===== src/rtl/wb_arbiter.sv =====
// Two-master, one-slave Wishbone arbiter. Round-robin between masters, grant held
// for a whole CYC burst, and a per-transfer watchdog that aborts hung accesses.
module wb_arbiter #(
  parameter int unsigned WB_DATA_WIDTH  = 32,
  parameter int unsigned WB_ADDR_WIDTH  = 32,
  parameter int unsigned WB_SEL_WIDTH   = 4,
  parameter int unsigned TIMEOUT_CYCLES = 255,
  parameter logic [WB_DATA_WIDTH-1:0] TIMEOUT_DATA = 32'hDEAD_BEEF
) (
  input  logic                     clk_i,
  input  logic                     rst_i,

  input  logic [WB_ADDR_WIDTH-1:0] m0_addr_i,
  input  logic [WB_DATA_WIDTH-1:0] m0_data_i,
  input  logic                     m0_we_i,
  input  logic [WB_SEL_WIDTH-1:0]  m0_sel_i,
  input  logic                     m0_stb_i,
  input  logic                     m0_cyc_i,
  output logic                     m0_ack_o,
  output logic [WB_DATA_WIDTH-1:0] m0_data_o,

  input  logic [WB_ADDR_WIDTH-1:0] m1_addr_i,
  input  logic [WB_DATA_WIDTH-1:0] m1_data_i,
  input  logic                     m1_we_i,
  input  logic [WB_SEL_WIDTH-1:0]  m1_sel_i,
  input  logic                     m1_stb_i,
  input  logic                     m1_cyc_i,
  output logic                     m1_ack_o,
  output logic [WB_DATA_WIDTH-1:0] m1_data_o,

  output logic [WB_ADDR_WIDTH-1:0] s_addr_o,
  output logic [WB_DATA_WIDTH-1:0] s_data_o,
  output logic                     s_we_o,
  output logic [WB_SEL_WIDTH-1:0]  s_sel_o,
  output logic                     s_stb_o,
  output logic                     s_cyc_o,
  input  logic                     s_ack_i,
  input  logic [WB_DATA_WIDTH-1:0] s_data_i,

  output logic [1:0]               grant_o,
  output logic                     timeout_o
);

  localparam int unsigned CNT_W   = (TIMEOUT_CYCLES > 1) ? $clog2(TIMEOUT_CYCLES) : 1;
  localparam bit          WDOG_EN = (TIMEOUT_CYCLES != 0);
  localparam logic [CNT_W-1:0] CNT_LIMIT =
    (TIMEOUT_CYCLES == 0) ? '0 : CNT_W'(TIMEOUT_CYCLES - 1);

  typedef enum logic [1:0] {IDLE, GRANT0, GRANT1, ABORT} state_t;

  state_t           state_q, state_d;
  logic             last_owner_q, last_owner_d;
  logic             owner_q, owner_d;
  logic [CNT_W-1:0] cnt_q, cnt_d;
  logic             own_cyc, own_stb;

  assign own_cyc = owner_q ? m1_cyc_i : m0_cyc_i;
  assign own_stb = owner_q ? m1_stb_i : m0_stb_i;

  always_comb begin
    state_d      = state_q;
    last_owner_d = last_owner_q;
    owner_d      = owner_q;
    cnt_d        = cnt_q;
    case (state_q)
      IDLE: begin
        cnt_d = '0;
        // On a tie the master that did not own the bus last wins.
        if (m0_cyc_i && (!m1_cyc_i || last_owner_q)) begin
          state_d = GRANT0;
          owner_d = 1'b0;
        end else if (m1_cyc_i) begin
          state_d = GRANT1;
          owner_d = 1'b1;
        end
      end
      GRANT0, GRANT1: begin
        // Release beats ack, ack beats the watchdog limit.
        if (!own_cyc) begin
          state_d      = IDLE;
          last_owner_d = owner_q;
          cnt_d        = '0;
        end else if (s_ack_i || !own_stb) begin
          cnt_d = '0;
        end else if (WDOG_EN) begin
          if (cnt_q == CNT_LIMIT) begin
            state_d = ABORT;
            cnt_d   = '0;
          end else begin
            cnt_d = cnt_q + CNT_W'(1);
          end
        end
      end
      ABORT: begin
        cnt_d = '0;
        if (own_cyc) begin
          state_d = owner_q ? GRANT1 : GRANT0;
        end else begin
          state_d      = IDLE;
          last_owner_d = owner_q;
        end
      end
      default: state_d = IDLE;
    endcase
  end

  always_ff @(posedge clk_i or posedge rst_i) begin
    if (rst_i) begin
      state_q      <= IDLE;
      last_owner_q <= 1'b1;
      owner_q      <= 1'b0;
      cnt_q        <= '0;
    end else begin
      state_q      <= state_d;
      last_owner_q <= last_owner_d;
      owner_q      <= owner_d;
      cnt_q        <= cnt_d;
    end
  end

  // Routing is decoded from registered state only, so one master's inputs never
  // reach the other master's outputs.
  always_comb begin
    s_addr_o  = '0;
    s_data_o  = '0;
    s_we_o    = 1'b0;
    s_sel_o   = '0;
    s_stb_o   = 1'b0;
    s_cyc_o   = 1'b0;
    m0_ack_o  = 1'b0;
    m0_data_o = '0;
    m1_ack_o  = 1'b0;
    m1_data_o = '0;
    grant_o   = 2'b00;
    timeout_o = 1'b0;
    case (state_q)
      GRANT0: begin
        s_addr_o  = m0_addr_i;
        s_data_o  = m0_data_i;
        s_we_o    = m0_we_i;
        s_sel_o   = m0_sel_i;
        s_stb_o   = m0_stb_i;
        s_cyc_o   = m0_cyc_i;
        m0_ack_o  = s_ack_i;
        m0_data_o = s_data_i;
        grant_o   = 2'b01;
      end
      GRANT1: begin
        s_addr_o  = m1_addr_i;
        s_data_o  = m1_data_i;
        s_we_o    = m1_we_i;
        s_sel_o   = m1_sel_i;
        s_stb_o   = m1_stb_i;
        s_cyc_o   = m1_cyc_i;
        m1_ack_o  = s_ack_i;
        m1_data_o = s_data_i;
        grant_o   = 2'b10;
      end
      ABORT: begin
        timeout_o = 1'b1;
        grant_o   = owner_q ? 2'b10 : 2'b01;
        if (owner_q) begin
          m1_ack_o  = 1'b1;
          m1_data_o = TIMEOUT_DATA;
        end else begin
          m0_ack_o  = 1'b1;
          m0_data_o = TIMEOUT_DATA;
        end
      end
      default: ;
    endcase
  end

endmodule


===== config.mk =====
export PLATFORM = sky130hd
export DESIGN_NAME = wb_arbiter
export DESIGN_NICKNAME = d
export VERILOG_FILES = /design/src/rtl/wb_arbiter.sv
export SDC_FILE = /design/constraint.sdc
export NUM_CORES = 1
export LEC_CHECK = 0
export BUFFER_PORTS_ARGS = -buffer_cell sky130_fd_sc_hd__buf_2
export CORE_AREA = 2 2 124 126
export DETAILED_ROUTE_END_ITERATION = 10
export DIE_AREA = 0 0 126 128
export PLACE_DENSITY = 0.46
export REMOVE_ABC_BUFFERS = 1
export SLEW_MARGIN = 20
export SYNTH_ARGS = -nofsm -noshare
export SYNTH_HDL_FRONTEND = slang
export SYNTH_SLANG_ARGS = --single-unit

===== constraint.sdc =====
create_clock -name clk_i -period 4.32 [get_ports clk_i]
set_clock_uncertainty 0.05 [all_clocks]
set_input_delay 0.864 -clock clk_i [delete_from_list [all_inputs] [get_ports clk_i]]
set_output_delay 0.864 -clock clk_i [all_outputs]
set_load 0.05 [all_outputs]

Word level (Yosys, flattened, before mapping):

Index checks and enable logic that the tools add are counted.

* add/sub/neg operators: 1
* eq/ne operators: 7
* muxes and demuxes: 32
* bitwise operators: 1
* reduce and logical (&&, ||, !) cells: 13

Operator list (count)
* 32-bit case mux with 2 select lines: 4
* 32-bit two-way mux: 2
* 8-bit two-way mux: 3
* 8-bit case mux with 2 select lines: 1
* 2-bit two-way mux: 7
* 2-bit case mux with 3 select lines: 2
* 1-bit case mux with 2 select lines: 5
* 3-bit != test (second input constant): 3
* 8-bit by 1-bit adder with 8-bit output (second input constant): 1
* 8-bit == test (second input constant): 1
* 4-bit case mux with 2 select lines: 1
* 1-bit two-way mux: 7
* 2-bit == test (second input constant): 2
* 2-bit AND reduction: 2
* 2-bit OR reduction: 2
* 3-bit AND reduction: 1
* 3-bit OR reduction: 1
* 2-bit by 1-bit == test with 1-bit output (second input constant): 1
* 1-bit zero test: 2
* 2-bit zero test: 1
* 1-bit logical OR: 2
* 2-bit nonzero test: 1
* 1-bit logical AND: 1
* 1-bit NOT: 1

* register bits: 12
* bits of input ports: 177
* output and inout bits: 140
* word-level logic and storage cells: 58

Logic depth before layout (Yosys ltp):

Gate-level depths: netlist of the first run.

* depth after elaboration: 6
* mapped depth: 8
* mapped depth without buffers: 6

Worst setup path after synthesis of the first run:

Ideal clock, no wire load.

* path kind: flip-flop to output port
* start point: register state_q[0]
* end point: output s_addr_o[0]
* arrival: 2.219 ns
* required time: 3.406 ns
* slack: 1.187 ns
* cell stages (with the launch flop): 8
* path buffers: 3
* path through: dfrtp_1 inv_1 ha_1 clkbuf_1 clkbuf_1 buf_1 a22oi_1 nor2b_1

* cells in the longest elaborated chain, start to end: 2
* elaborated cells between the ends (all ways): 3
* those cells by class: eq/ne (2); mux (1)

RTL lines
* start, declared: RTL line 51 `state_t state_q, state_d;`
* start signal, assigned: RTL line 114 `state_q <= state_d;`
* 2-bit == test / 2-bit by 1-bit == test with 1-bit output (equally long branches): RTL line 136 `case (state_q)`
* 32-bit case mux with 2 select lines (*): RTL line 136
* end, declared: RTL line 31 `output logic [WB_ADDR_WIDTH-1:0] s_addr_o,`

Mark *: on every way between the ends. The rest lies on a longest branch, timed or not.

Final worst setup path of the first run:

* start point: register state_q[1]
* end point: output s_addr_o[6]

The elaborated chain is that of the path after synthesis.

==> impl_metrics.json, run 1 <==
{
  "run_status": "finished, final reports clean",
  "drt_iter0_drc": 205,
  "worst-setup-path-type": "reg2out",
  "dp_cells": 847,
  "cts_tree": "done",
  "detail-route-antenna-nets": 0,
  "slew_viol_final": 0,
  "htreeDepth": 1,
  "ios": 317,
  "die_area_um2": 16130,
  "first_global_vias": 3387,
  "track_usage_pct": 15.88,
  "clockBufferDepth": 2,
  "layout-drive-gt1-share_pct": 50.53,
  "rows": 45,
  "dpl_worst_slack_ns": 1.121,
  "synth.distinct_cells": 34,
  "synth_edf_count": 0,
  "antenna_found_initial": 2,
  "post-cts-setup-buffers": 0,
  "setup_slack_ns": 0.8635,
  "fin_crit_sh_pct": 80.01,
  "gp_congestion": 0.8205,
  "portBuffers": 316,
  "postSynthAreaPerCell_um2": 6.302,
  "crit_fanout": 43,
  "syn_area_um2": 2376,
  "final-setup-viol-count": 0,
  "synth_area_leaders": "a22oi_1 (22%), nor2b_1 (19%), nand2_1 (17%)",
  "tightest_slew_ns": 0.9260,
  "fin_nets": 848,
  "hold_path.startpoint": "last_owner_q",
  "hold_viol_final": 0,
  "startpoint": "state_q[1]",
  "synthTopCellsByCount": "nand2_1 (107), nor2b_1 (72), a22oi_1 (71)",
  "critPathMaxStageDelay_ns": 0.77,
  "start_util_pct": 15.98,
  "ir_worst_vdd_v": 0.0003706,
  "endpoint_kind": "primary output",
  "drt_wl_total_um": 14450,
  "post_drt_wl_per_cell_um": 16.94,
  "ys_ff_latch": 12,
  "vias": 3730,
  "grt_pass1_wl_um": 20330,
  "overflow": 0,
  "yosys_most_used_dff": "dfrtp_1",
  "totalPowerFinal_mw": 4.443,
  "area_growth_pct": 76.88,
  "synth_most_common_cell": "nand2_1",
  "drcViolationCount": 0,
  "synth_top_area_share_pct": 22.43,
  "yosys.area.top_type": "a22oi_1",
  "cap_violations": 0,
  "postSynthCellCount": 377,
  "crit_slowest_cell": "ha_2",
  "r2r_start": "state_q[1]",
  "clkTransAtPathRegs_ns": 0.04,
  "die_h_um": 128,
  "hpwl_um": 11910,
  "rsz0062_at_grt": "no",
  "maxSlewHeadroom_pct": 38.12,
  "cts-hold-fix-buffers": 0,
  "clk_latency_ns": 0.24,
  "die_x_um": 126,
  "clock-root-buffer": "clkbuf_16",
  "cts_resized": 0,
  "cp_cell_sequence": "inv_1 -> ha_2 -> buf_4 -> nor2b_1 -> buf_2",
  "crit_arrival_ns": 2.54,
  "grt_max_degree": 57,
  "yosysSeqAreaShare_pct": 12.69,
  "required_ns": 3.41,
  "p_per_area_nw_per_um2": 1057,
  "async_flop_share_pct": 100.0,
  "critPathLaunchType": "flop",
  "viasPerCell": 4.373,
  "fmax_ghz": 0.2893,
  "stdcell_count": 853,
  "hp-class": "reg2reg",
  "p_leak_nw": 2.499,
  "multi_input_area_um2": 1911,
  "cts_inserted_buffers": 3,
  "core_region_area_um2": 14860,
  "min_period_ns": 3.457,
  "clock_sinks": 12,
  "final.setup.tns_ns": 0,
  "nFillCells": 1718,
  "synth_warnings": 0,
  "first_pass_iters": 5,
  "regArea_um2": 301.5
}
[worst max-delay path: cells and delay by family, from the launching register on]
kind | cells | cell delay, ns
buffers and inverters | 3 | 0.83
adder cells (fa/ha/maj) | 1 | 0.77
flip-flops | 1 | 0.48
AND/OR/NAND/NOR | 1 | 0.19
[worst paths after layout]
kind                       slack (ns)      endpoint  depth (start not counted)
setup reg to reg                 1.92      cnt_q[4]                          5
hold reg to reg                  0.46  last_owner_q                          2
max in group asynchronous        3.28  last_owner_q                          2
setup / recovery                 0.86   s_addr_o[6]                          5
min in group asynchronous        0.59       owner_q                          2
hold / removal                   0.46  last_owner_q                          2
[registers in the layout, indices dropped and copies added (netlist names)]
signal and count:
last_owner_q 1, cnt_q 8, owner_q 1, state_q 2
[layout make-up]
cell class | instances | area share (%)
Antenna cell | 2 | 0.1191
Clock buffer | 4 | 2.114
Inverter | 4 | 0.3572
Timing Repair Buffer | 323 | 39.18
Multi-Input combinational cell | 320 | 45.46
Sequential cell | 12 | 7.175
Tap cell | 188 | 5.597
[report_power, final]
group | internal, mW | total [mW] | switching [mW] | leakage (nW)
sequential | 0.138 | 0.180 | 0.0418 | 0.159
combinational | 1.02 | 4.08 | 3.06 | 2.30
clock | 0.140 | 0.187 | 0.0476 | 0.0442
total | 1.30 | 4.44 | 3.15 | 2.50
[cell families after synthesis]
logic type                 share of synthesized area [%]
xor gates and xnor gates                           2.212
buffers and inverters                              8.056
DFF                                                12.69
and+or+nand+nor                                    46.24
AOI/OAI and AO/OA                                  25.22
adders and majority gates                          3.686
muxes                                              1.896
[cells in the final DEF (no fill, tap or decap), drive strengths merged, types with 3 or more instances in the layout]
master / n
buf: 323
nand3: 6
nor2: 10
nor2b: 72
dfrtp: 11
a22oi: 71
and2: 16
clkbuf: 4
o21ai: 4
xor2: 5
mux2i: 3
ha: 7
nand2: 108
inv: 4
[layer usage]
| metal | routed length [µm] | global-route usage [%] |
|---|---|---|
| met5 | 13 | 0 |
| met3 | 878 | 2.755 |
| met2 | 6954 | 26.28 |
| met1 | 6436 | 22.20 |
| met4 | 170 | 2.133 |
[through the flow]
stage                     hold WS (ns)  instance area (µm²)  utilization [%]
final                           0.4577                 4203            28.27
after CTS                       0.4575                 4198            28.24
after detailed placement        0.4504                 4109            27.64
after global routing            0.5081                 4198            28.24
after floorplan                 0.4239                 2200                -
after global placement          0.4485                 4109            27.64
No activity file was read; power rests on OpenSTA's default activity.
==> run 2, diff against run 1 <==
--- a/config.mk
+++ b/config.mk
@@ -6,10 +6,10 @@
 export NUM_CORES = 1
 export LEC_CHECK = 0
 export BUFFER_PORTS_ARGS = -buffer_cell sky130_fd_sc_hd__buf_2
-export CORE_AREA = 2 2 124 126
+export CORE_AREA = 2 2 122 124
 export DETAILED_ROUTE_END_ITERATION = 10
-export DIE_AREA = 0 0 126 128
-export PLACE_DENSITY = 0.46
+export DIE_AREA = 0 0 124 126
+export PLACE_DENSITY = 0.49
 export REMOVE_ABC_BUFFERS = 1
 export SLEW_MARGIN = 20
 export SYNTH_ARGS = -nofsm -noshare
==> constraint.sdc (replaced) <==
create_clock -name clk_i -period 3.1 [get_ports clk_i]
set_clock_uncertainty 0.05 [all_clocks]
set_input_delay 0.62 -clock clk_i [delete_from_list [all_inputs] [get_ports clk_i]]
set_output_delay 0.62 -clock clk_i [all_outputs]
set_load 0.05 [all_outputs]
==> impl_metrics.json, run 2 (same netlist as run 1, synthesis figures left out) <==
{
  "top_regs": "cnt_q: 8 flops, state_q: 2 flops",
  "worst-setup-path-type": "reg2out",
  "track_usage_pct": 16.55,
  "core_region_area_um2": 14310,
  "dp_cells": 848,
  "first_global_vias": 3308,
  "endpoint_kind": "primary output",
  "r2r_start": "state_q[1]",
  "die_x_um": 124,
  "final-setup-viol-count": 0,
  "clockBufferDepth": 2,
  "antenna_found_initial": 0,
  "post-cts-setup-buffers": 0,
  "r2r_cells": 5,
  "gp_congestion": 0.8203,
  "crit_arrival_ns": 2.22,
  "hp-class": "in2async",
  "p_sw_share_pct": 69.71,
  "first_pass_iters": 5,
  "run_status": "finished, final reports clean",
  "grt_pass1_wl_um": 19720,
  "crit_slowest_cell": "dfrtp_1",
  "required_ns": 2.43,
  "comb_power_share_pct": 92.0,
  "ios": 317,
  "hold_viol_final": 0,
  "cts_resized": 0,
  "clk_latency_ns": 0.24,
  "fin_nets": 853,
  "vias": 3725,
  "regMostFlops": "cnt_q",
  "detail-route-antenna-nets": 0,
  "intPower_mw": 1.912,
  "largest_reg_flops": 8,
  "min_period_ns": 2.895,
  "cap_violations": 0,
  "overflow": 0,
  "p_sw_mw": 4.400,
  "cp_cell_sequence": "inv_1 -> ha_4 -> buf_12 -> a22oi_1 -> nor2b_1 -> buf_2",
  "stdcell_count": 853,
  "htreeDepth": 1,
  "grt_max_degree": 33,
  "critPathLaunchType": "flop",
  "cts_inserted_buffers": 3,
  "drt_wl_total_um": 14060,
  "portBuffers": 316,
  "area_growth_pct": 79.73,
  "maxSlewHeadroom_pct": 66.83,
  "hpwl_um": 11750,
  "die_area_um2": 15620,
  "reg2reg_to": "cnt_q[4]",
  "tightest_slew_ns": 0.4975,
  "clock-root-buffer": "clkbuf_16",
  "post_drt_wl_per_cell_um": 16.49,
  "viasPerCell": 4.367,
  "drt_iter0_drc": 171,
  "clock_sinks": 12,
  "p_clk_share_pct": 4.1,
  "drcViolationCount": 0,
  "slew_viol_final": 0,
  "layout-drive-gt1-share_pct": 50.90,
  "final_cell_mix": "buf_2 (316), nand2_1 (107), nor2b_1 (72), a22oi_1 (71), and2_1 (16)",
  "start_util_pct": 16.60,
  "p_leak_nw": 2.535,
  "die_h_um": 126,
  "rsz0062_at_grt": "no",
  "crit_fanout": 32,
  "fin_crit_sh_pct": 93.37,
  "rrSetupSlack_ns": 0.84,
  "ir_worst_vdd_v": 0.0006112,
  "critPathMaxStageDelay_ns": 0.48,
  "fmax_ghz": 0.3455,
  "p_per_area_nw_per_um2": 1478,
  "final.setup.tns_ns": 0,
  "final_common_cell": "buf_2",
  "cts_tree": "done",
  "cts-hold-fix-buffers": 0,
  "rows": 44,
  "clkTransAtPathRegs_ns": 0.05,
  "pwr-share-seq_pct": 3.9
}
## run 2: cell types whose count changed in the layout (fill, tap and decap cells not counted)
| cell | change |
|---|---|
| diode_2 | -1 |
| buf_12 | +3 |
| buf_4 | +2 |
## run 2: layer usage
layer  wire length [µm]  share of wire, %  vias up  track usage, %
met3               1441                10        6           4.393
met1               6272                45     1685           23.38
met4                 68              0.48        0           1.322
li1                   -                 -     1859               -
met5                  0                 0        -               0
met2               6280                45      175           26.28
## run 2: cell type report
type,instances,area [µm²]
timing repair buffer,328,1722
antenna,1,2.502
multi-input combinational,320,1911
sequential,12,301.5
clock buffer,4,88.84
fill,1625,10040
inverter,4,15.01
tap,184,230.2
## run 2: worst max-delay path by stage
stage | slack [ns] | from | endpoint
detailed placement | 0.48 | state_q[0] | s_data_o[20]
global route | 0.03 | state_q[1] | s_sel_o[2]
floorplan | -0.97 | state_q[1] | s_addr_o[0]
finish | 0.21 | state_q[1] | s_data_o[20]
CTS | 0.21 | state_q[1] | s_data_o[20]
global placement | 0.49 | state_q[1] | s_data_o[1]
## run 2: worst max-delay path: cells and delay by family, from the launching register on
kind	cells	cell delay, ns
AO/OA/AOI/OAI	1	0.45
adder cells (fa/ha/maj)	1	0.31
AND/OR/NAND/NOR	1	0.09
buffers and inverters	3	0.62
flip-flops	1	0.48
## run 2: through the flow
stage	util [%]	setup WS (ns)	hold slack [ns]	instance area (µm²)	total power [mW]
after floorplan	-	-0.9723	0.4239	2200	4.513
after global placement	29.20	0.4912	0.4526	4179	6.130
after detailed placement	29.20	0.4832	0.4459	4179	6.104
after CTS	29.82	0.2125	0.3594	4268	6.379
after global routing	29.82	0.03041	0.3948	4268	6.735
final	29.83	0.2054	0.3417	4270	6.312
## run 2: power groups by stage
stage | logic (mW) | registers, mW | clock network (mW)
2_1_floorplan | 4.28 | 0.230 | 0
5_1_grt | 6.21 | 0.254 | 0.272
3_5_place_dp | 5.85 | 0.250 | 0
4_1_cts | 5.86 | 0.247 | 0.268
6_report | 5.80 | 0.247 | 0.260
3_3_place_gp | 5.88 | 0.250 | 0
